<file path="src/rtl/mem_arb_pkg.sv">
// Shared definitions for the memory arbiter: FSM encoding, requester ids,
// the data word returned on a timed-out access, and a one-hot helper.
package mem_arb_pkg;

    typedef enum logic [1:0] {
        IDLE   = 2'd0,
        ACCESS = 2'd1,
        RESP   = 2'd2
    } state_t;

    localparam logic [1:0]  ID_IF    = 2'd0;
    localparam logic [1:0]  ID_LS    = 2'd1;
    localparam logic [1:0]  ID_LD    = 2'd2;
    localparam logic [31:0] ERR_DATA = 32'hDEADBEEF;

    // Requester id to the one-hot bit position used by gnt/rvalid.
    function automatic logic [2:0] id_to_onehot(input logic [1:0] id);
        logic [2:0] oh;
        oh = 3'b000;
        case (id)
            ID_IF:   oh = 3'b001;
            ID_LS:   oh = 3'b010;
            ID_LD:   oh = 3'b100;
            default: oh = 3'b000;
        endcase
        return oh;
    endfunction

endpackage

</file>
<file path="src/rtl/arb_picker.sv">
// Combinational winner selection: loader lock first, then the starvation
// override for instruction fetch, then fixed priority LD > LS > IF.
module arb_picker
    import mem_arb_pkg::*;
(
    input  logic       en,          // arbitration window (IDLE, out of reset)
    input  logic       ld_lock,
    input  logic       starve_hit,  // fetch has been denied long enough
    input  logic       if_req,
    input  logic       ls_req,
    input  logic       ld_req,
    output logic [2:0] gnt,
    output logic [1:0] win_id
);

    // Pick at most one requester; gnt stays zero outside the window.
    always_comb begin
        gnt    = 3'b000;
        win_id = ID_IF;
        if (en) begin
            if (ld_lock) begin
                // Lock excludes IF/LS entirely, even if LD is not asking.
                if (ld_req) begin
                    gnt    = 3'b100;
                    win_id = ID_LD;
                end
            end else if (starve_hit && if_req) begin
                gnt    = 3'b001;
                win_id = ID_IF;
            end else if (ld_req) begin
                gnt    = 3'b100;
                win_id = ID_LD;
            end else if (ls_req) begin
                gnt    = 3'b010;
                win_id = ID_LS;
            end else if (if_req) begin
                gnt    = 3'b001;
                win_id = ID_IF;
            end
        end
    end

endmodule

</file>
<file path="src/rtl/mem_arbiter.sv">
// Three-way arbiter in front of a single-ported memory. One access at a
// time: IDLE grants, ACCESS drives the memory until ready or timeout, RESP
// returns a one-cycle completion pulse to the winner.
module mem_arbiter
    import mem_arb_pkg::*;
#(
    parameter int DATA_WIDTH   = 32,
    parameter int ADDR_WIDTH   = 16,
    parameter int STARVE_LIMIT = 4,
    parameter int TIMEOUT      = 16
) (
    input  logic                  clk,
    input  logic                  reset,
    input  logic                  if_req,
    input  logic [ADDR_WIDTH-1:0] if_addr,
    input  logic                  ls_req,
    input  logic                  ls_we,
    input  logic [ADDR_WIDTH-1:0] ls_addr,
    input  logic [DATA_WIDTH-1:0] ls_wdata,
    input  logic                  ld_req,
    input  logic                  ld_we,
    input  logic [ADDR_WIDTH-1:0] ld_addr,
    input  logic [DATA_WIDTH-1:0] ld_wdata,
    input  logic                  ld_lock,
    output logic [2:0]            gnt,
    output logic [2:0]            rvalid,
    output logic [DATA_WIDTH-1:0] rdata,
    output logic                  bus_err,
    output logic                  mem_req,
    output logic                  mem_we,
    output logic [ADDR_WIDTH-1:0] mem_addr,
    output logic [DATA_WIDTH-1:0] mem_wdata,
    input  logic [DATA_WIDTH-1:0] mem_rdata,
    input  logic                  mem_ready
);

    localparam int SW = $clog2(STARVE_LIMIT + 1);
    localparam int TW = $clog2(TIMEOUT + 1);

    state_t                state_q,   state_d;
    logic [SW-1:0]         starve_q,  starve_d;
    logic [TW-1:0]         tmo_q,     tmo_d;
    logic [1:0]            id_q,      id_d;
    logic                  we_q,      we_d;
    logic [ADDR_WIDTH-1:0] addr_q,    addr_d;
    logic [DATA_WIDTH-1:0] wdata_q,   wdata_d;
    logic [DATA_WIDTH-1:0] rdata_q,   rdata_d;
    logic                  err_q,     err_d;

    logic [2:0]            pick_gnt;
    logic [1:0]            pick_id;
    logic                  arb_en;
    logic                  starve_hit;
    logic                  in_access;

    assign arb_en     = (state_q == IDLE) && reset;
    assign starve_hit = (starve_q == SW'(STARVE_LIMIT));
    assign in_access  = (state_q == ACCESS);

    arb_picker u_picker (
        .en         (arb_en),
        .ld_lock    (ld_lock),
        .starve_hit (starve_hit),
        .if_req     (if_req),
        .ls_req     (ls_req),
        .ld_req     (ld_req),
        .gnt        (pick_gnt),
        .win_id     (pick_id)
    );

    // Next-state logic: grant latching, memory handshake, timeout, response.
    always_comb begin
        state_d  = state_q;
        starve_d = starve_q;
        tmo_d    = tmo_q;
        id_d     = id_q;
        we_d     = we_q;
        addr_d   = addr_q;
        wdata_d  = wdata_q;
        rdata_d  = rdata_q;
        err_d    = err_q;

        case (state_q)
            IDLE: begin
                // Fetch starvation tracking only advances while arbitrating.
                if (if_req && !pick_gnt[0]) begin
                    if (!starve_hit) begin
                        starve_d = starve_q + 1'b1;
                    end
                end else begin
                    starve_d = '0;
                end

                if (pick_gnt != 3'b000) begin
                    state_d = ACCESS;
                    id_d    = pick_id;
                    tmo_d   = '0;
                    case (pick_id)
                        ID_LD: begin
                            we_d    = ld_we;
                            addr_d  = ld_addr;
                            wdata_d = ld_wdata;
                        end
                        ID_LS: begin
                            we_d    = ls_we;
                            addr_d  = ls_addr;
                            wdata_d = ls_wdata;
                        end
                        default: begin
                            // Fetch is read-only.
                            we_d    = 1'b0;
                            addr_d  = if_addr;
                            wdata_d = '0;
                        end
                    endcase
                end
            end

            ACCESS: begin
                // Ready wins over a coincident timeout.
                if (mem_ready) begin
                    rdata_d = we_q ? '0 : mem_rdata;
                    err_d   = 1'b0;
                    state_d = RESP;
                end else if (tmo_q == TW'(TIMEOUT - 1)) begin
                    rdata_d = DATA_WIDTH'(ERR_DATA);
                    err_d   = 1'b1;
                    state_d = RESP;
                end else begin
                    tmo_d = tmo_q + 1'b1;
                end
            end

            RESP: begin
                // rdata keeps its value; only the error flag is one-shot.
                err_d   = 1'b0;
                state_d = IDLE;
            end

            default: begin
                state_d = IDLE;
            end
        endcase
    end

    // State and latch registers with synchronous active-low reset.
    always_ff @(posedge clk) begin
        if (!reset) begin
            state_q  <= IDLE;
            starve_q <= '0;
            tmo_q    <= '0;
            id_q     <= ID_IF;
            we_q     <= 1'b0;
            addr_q   <= '0;
            wdata_q  <= '0;
            rdata_q  <= '0;
            err_q    <= 1'b0;
        end else begin
            state_q  <= state_d;
            starve_q <= starve_d;
            tmo_q    <= tmo_d;
            id_q     <= id_d;
            we_q     <= we_d;
            addr_q   <= addr_d;
            wdata_q  <= wdata_d;
            rdata_q  <= rdata_d;
            err_q    <= err_d;
        end
    end

    assign gnt       = pick_gnt;
    assign rvalid    = (state_q == RESP) ? id_to_onehot(id_q) : 3'b000;
    assign rdata     = rdata_q;
    assign bus_err   = err_q;
    assign mem_req   = in_access;
    assign mem_we    = in_access & we_q;
    assign mem_addr  = in_access ? addr_q  : '0;
    assign mem_wdata = in_access ? wdata_q : '0;

endmodule

</file>
<file path="config.mk">
export PLATFORM = sky130hd
export DESIGN_NAME = mem_arbiter
export DESIGN_NICKNAME = d
export VERILOG_FILES = /design/src/rtl/mem_arb_pkg.sv /design/src/rtl/arb_picker.sv /design/src/rtl/mem_arbiter.sv
export SDC_FILE = /design/constraint.sdc
export NUM_CORES = 1
export LEC_CHECK = 0
export CAP_MARGIN = 15
export CORE_MARGIN = 4
export CORE_UTILIZATION = 36
export CTS_CLUSTER_SIZE = 25
export DETAILED_ROUTE_END_ITERATION = 10
export PLACE_DENSITY = 0.74
export SYNTH_ARGS = -nofsm -noshare
export SYNTH_HDL_FRONTEND = slang
export SYNTH_SLANG_ARGS = --single-unit
</file>
<file path="constraint.sdc">
create_clock -name clk -period 2.2 [get_ports clk]
set_input_delay 0.44 -clock clk [delete_from_list [all_inputs] [get_ports clk]]
set_output_delay 0.44 -clock clk [all_outputs]
set_load 0.02 [all_outputs]
</file>
==> summary.md <==
- cell with the largest stage delay on the worst path: or3_1
- count of inserted antenna diode cells: 0
- total wirelength of the detailed-routed design: 17400 um
- vias in the first global route: 5156
- number of library cell types mapped by synthesis: 38
- minimum hold slack: 0.451 ns
- share of total power in sequential cells: 36.6%
- number of warnings printed during yosys synthesis: 0
- Slew Limit Fails: 0
- highest routed layer: met4
- Pre-antenna DRT Iters: 5
- number of vias after detailed routing: 5389
- later-pin clock latency in the skew report: 0.34 ns
- cell types occupying the most area after synthesis: dfxtp_1 41%, a21oi_1 9.5%, a22oi_1 9.2%, nand2_1 7.1%, and2_1 6.5%
- die width: 121 um
- commonest cells after routing, fill and taps aside: 181 x clkdlybuf4s50_1, 91 x dfxtp_1, 87 x nand2_1
- family of cells with the greatest summed delay on the critical path: simple AND/OR/NAND/NOR gates
- worst min-delay path startpoint: wdata_q[5]$_SDFFE_PN0P_
- max cap viols: 0
- utilization after layout: 63.4%
- fmax: 456 MHz
- Port Buffer Count: 241
- net switching fraction of the power: 30.1%
- Avg Cell Area, Syn: 7.70 sq um
- Die Y-Extent: 121 um
- reg-to-reg critical path startpoint: starve_q[0]$_SDFFE_PN0P_
- area growth from synthesis to final layout: 72.7%
- result of the run: complete, no violations
- power spent charging and discharging nets: 1.54 mW
- wire length on met3: 1120 um
- routed length per placed instance: 16.9 um
- count of H-tree levels built during CTS: 3
- Yosys top cell area share: 40.7%
- Power per Cell Area: 641 nW/um^2
- detailed-placement wirelength estimate: 11700 um
- Static Leak: 2.99 nW
- Clk pin slew, worst setup/hold paths: 0.06 ns
- part of the cycle the worst path needs: 99.7%
- clock power share: 31.1%
- number of register bits inferred by synthesis: 94
- number of antenna violations at the first check in global routing: 0
- Std-Cell Core Area: 12600 sq um
- Worst path max stage delay: 0.39 ns
- Initial Utilization: 36.7%
- cell accounting for the most synthesized area: dfxtp_1
- cell area after technology mapping: 4630 sq um
- Worst Setup SP: starve_q[0]$_SDFFE_PN0P_
- pin count of the biggest net entering global routing: 92
- maximum clock skew at final layout: 0.00831 ns
- worst-case clock buffer depth: 2
- kind of end point of the critical path: flip-flop
- M1 wire length: 6880 um
- top flip-flop cell by instance count after synthesis: dfxtp_1
- Critical Path, Cell by Cell: inv_2 -> ha_4 -> nand3_4 -> o2111ai_4 -> buf_6 -> inv_2 -> ha_4 -> clkbuf_16 -> or3_1 -> a21oi_1
- detailed route wirelength on metal2: 8950 um
- Cell Rows: 41
- remaining antenna violation count: 0
- remaining max-slew budget at the tightest pin: 60.4%
- Internal Power: 3.58 mW
- GR Overflow Total: 0
- Worst Max-Slew Pin Slew: 0.590 ns
- endpoints failing hold: 0
- Worst Setup Path Type: reg -> reg
- Min Clock Period, post-route: 2.19 ns
- path class of the lowest-slack min-delay path: reg -> reg
- fraction of layout instances using a drive strength above 1: 17.5%
- floorplan die area: 14700 sq um
- RSZ-0062 raised after global routing: true
- number of buffers and inverters on the critical path: 4
- async set-or-reset flop fraction in the synthesized netlist: 0%
- initial detailed-routing violation count: 239
- synthesized instance count: 601
- hold buffer count at cts: 0
- largest fanout of any net on the critical path: 19
- number of ports placed on the die boundary: 242
- nets in the synthesized netlist: 764
- worst path required time: 2.46 ns
- clock tree from TritonCTS: done
- type of element launching the critical path: flip-flop
- all-layer global routing usage: 20.8%
- Clock Root Buffer: clkbuf_16
- sequential cell area fraction in the yosys report: 40.7%
- first-pass GRT wire length: 24800 um
- final setup vio count: 0
- leading cell type in the layout, fill and taps excluded: clkdlybuf4s50_1
- CP Data Arrival Time: 2.45 ns
- Post-synth EDFFs: 0
- combinational group share of total power: 32.3%
- fin nets: 1017
- sink count of the clock tree: 94
- drt via density: 5.23
- final RePlAce weighted congestion: 0.829
- maximum vdd ir drop: 322 uV
- Num CTS Buffers: 9
- post-route DRC violation count: 0
-- cells in the mapped netlist, types with 2 or more instances --
cell type	instances
o21ai_0	24
nand3_1	5
ha_1	10
inv_1	10
nand4b_1	3
or3_1	34
buf_2	4
and3_1	2
a21oi_1	88
and3b_1	3
nand2_1	87
nand4_1	2
nor2_1	39
or4_1	3
nor3_1	24
inv_2	2
a22oi_1	57
buf_4	5
and2_1	48
clkbuf_1	40
dfxtp_1	94
-- final cells by class --
class                           instances  area, sq um
Fill cell                            1104         4620
Timing Repair Buffer                  293         2920
Multi-Input combinational cell        444         2610
Sequential cell                        94         1890
Clock buffer                           10          239
Tap cell                              172          215
Clock inverter                          6         70.1
Inverter                               12         47.5
-- per-layer routing --
metal | up-vias | track usage, %
met1 | 2548 | 24.8
met2 | 203 | 36.1
met4 | 0 | 9.45
li1 | 2608 | -
met5 | - | 0
met3 | 30 | 4.15
-- tightest hold or removal path, delay by kind of cell, from the launching register on --
| kind | cells | cell delay, ns |
|---|---|---|
| flops | 1 | 0.31 |
| simple gates | 1 | 0.05 |
| compound gates | 1 | 0.05 |
-- what timing repair did --
action | in CTS | in global routing
cloned | 0 | 7
buffers inserted | 1 | 6
resized for setup | 132 | 69
pin swaps | 1 | 4
setup endpoints to repair | 105 | 106
-- flip-flops by register name (all words and copies together) (netlist names) --
name and flops:
addr_q 16, bus_err 1, id_q 2, rdata 32, starve_q 3, state_q 2
tmo_q 5, wdata_q 32, we_q 1
-- worst paths after layout --
kind | endpoint | slack (ns) | depth (start not counted)
max | wdata_q[15]$_SDFFE_PN0P_ | 0.008 | 10
min | wdata_q[5]$_SDFFE_PN0P_ | 0.45 | 2
max reg2reg | wdata_q[15]$_SDFFE_PN0P_ | 0.008 | 10
min reg2reg | wdata_q[5]$_SDFFE_PN0P_ | 0.45 | 2
-- power by group through the flow --
| stage | clock, mW | combinational (mW) | sequential [mW] |
|---|---|---|---|
| 2_1_floorplan | 0 | 0.619 | 1.99 |
| 3_3_place_gp | 0 | 1.44 | 1.90 |
| 6_report | 1.60 | 1.65 | 1.87 |
| 5_1_grt | 1.71 | 1.78 | 1.89 |
| 3_5_place_dp | 0 | 1.46 | 1.91 |
| 4_1_cts | 1.64 | 1.47 | 1.87 |
-- stage by stage --
| stage | TNS (ns) | setup WS (ns) | power, mW | cell area (sq um) | instances |
|---|---|---|---|---|---|
| floorplan | 0 | 0.00464 | 2.61 | 4650 | 601 |
| global placement | -21.11 | -0.443 | 3.34 | 7450 | 1001 |
| detailed placement | -20.82 | -0.461 | 3.37 | 7450 | 1001 |
| CTS | -1.26 | -0.0954 | 4.98 | 7800 | 1018 |
| global route | -0.792 | -0.0779 | 5.38 | 8000 | 1031 |
| finish | 0 | 0.00750 | 5.12 | 8000 | 1031 |
-- kinds of logic after synthesis --
kind of cell	share of synthesized area, %
fa+ha+maj	2.70
simple gates	27.3
compound gates	23.5
buf+inv	5.79
flops	40.7
(Power assumes the default switching activity.)
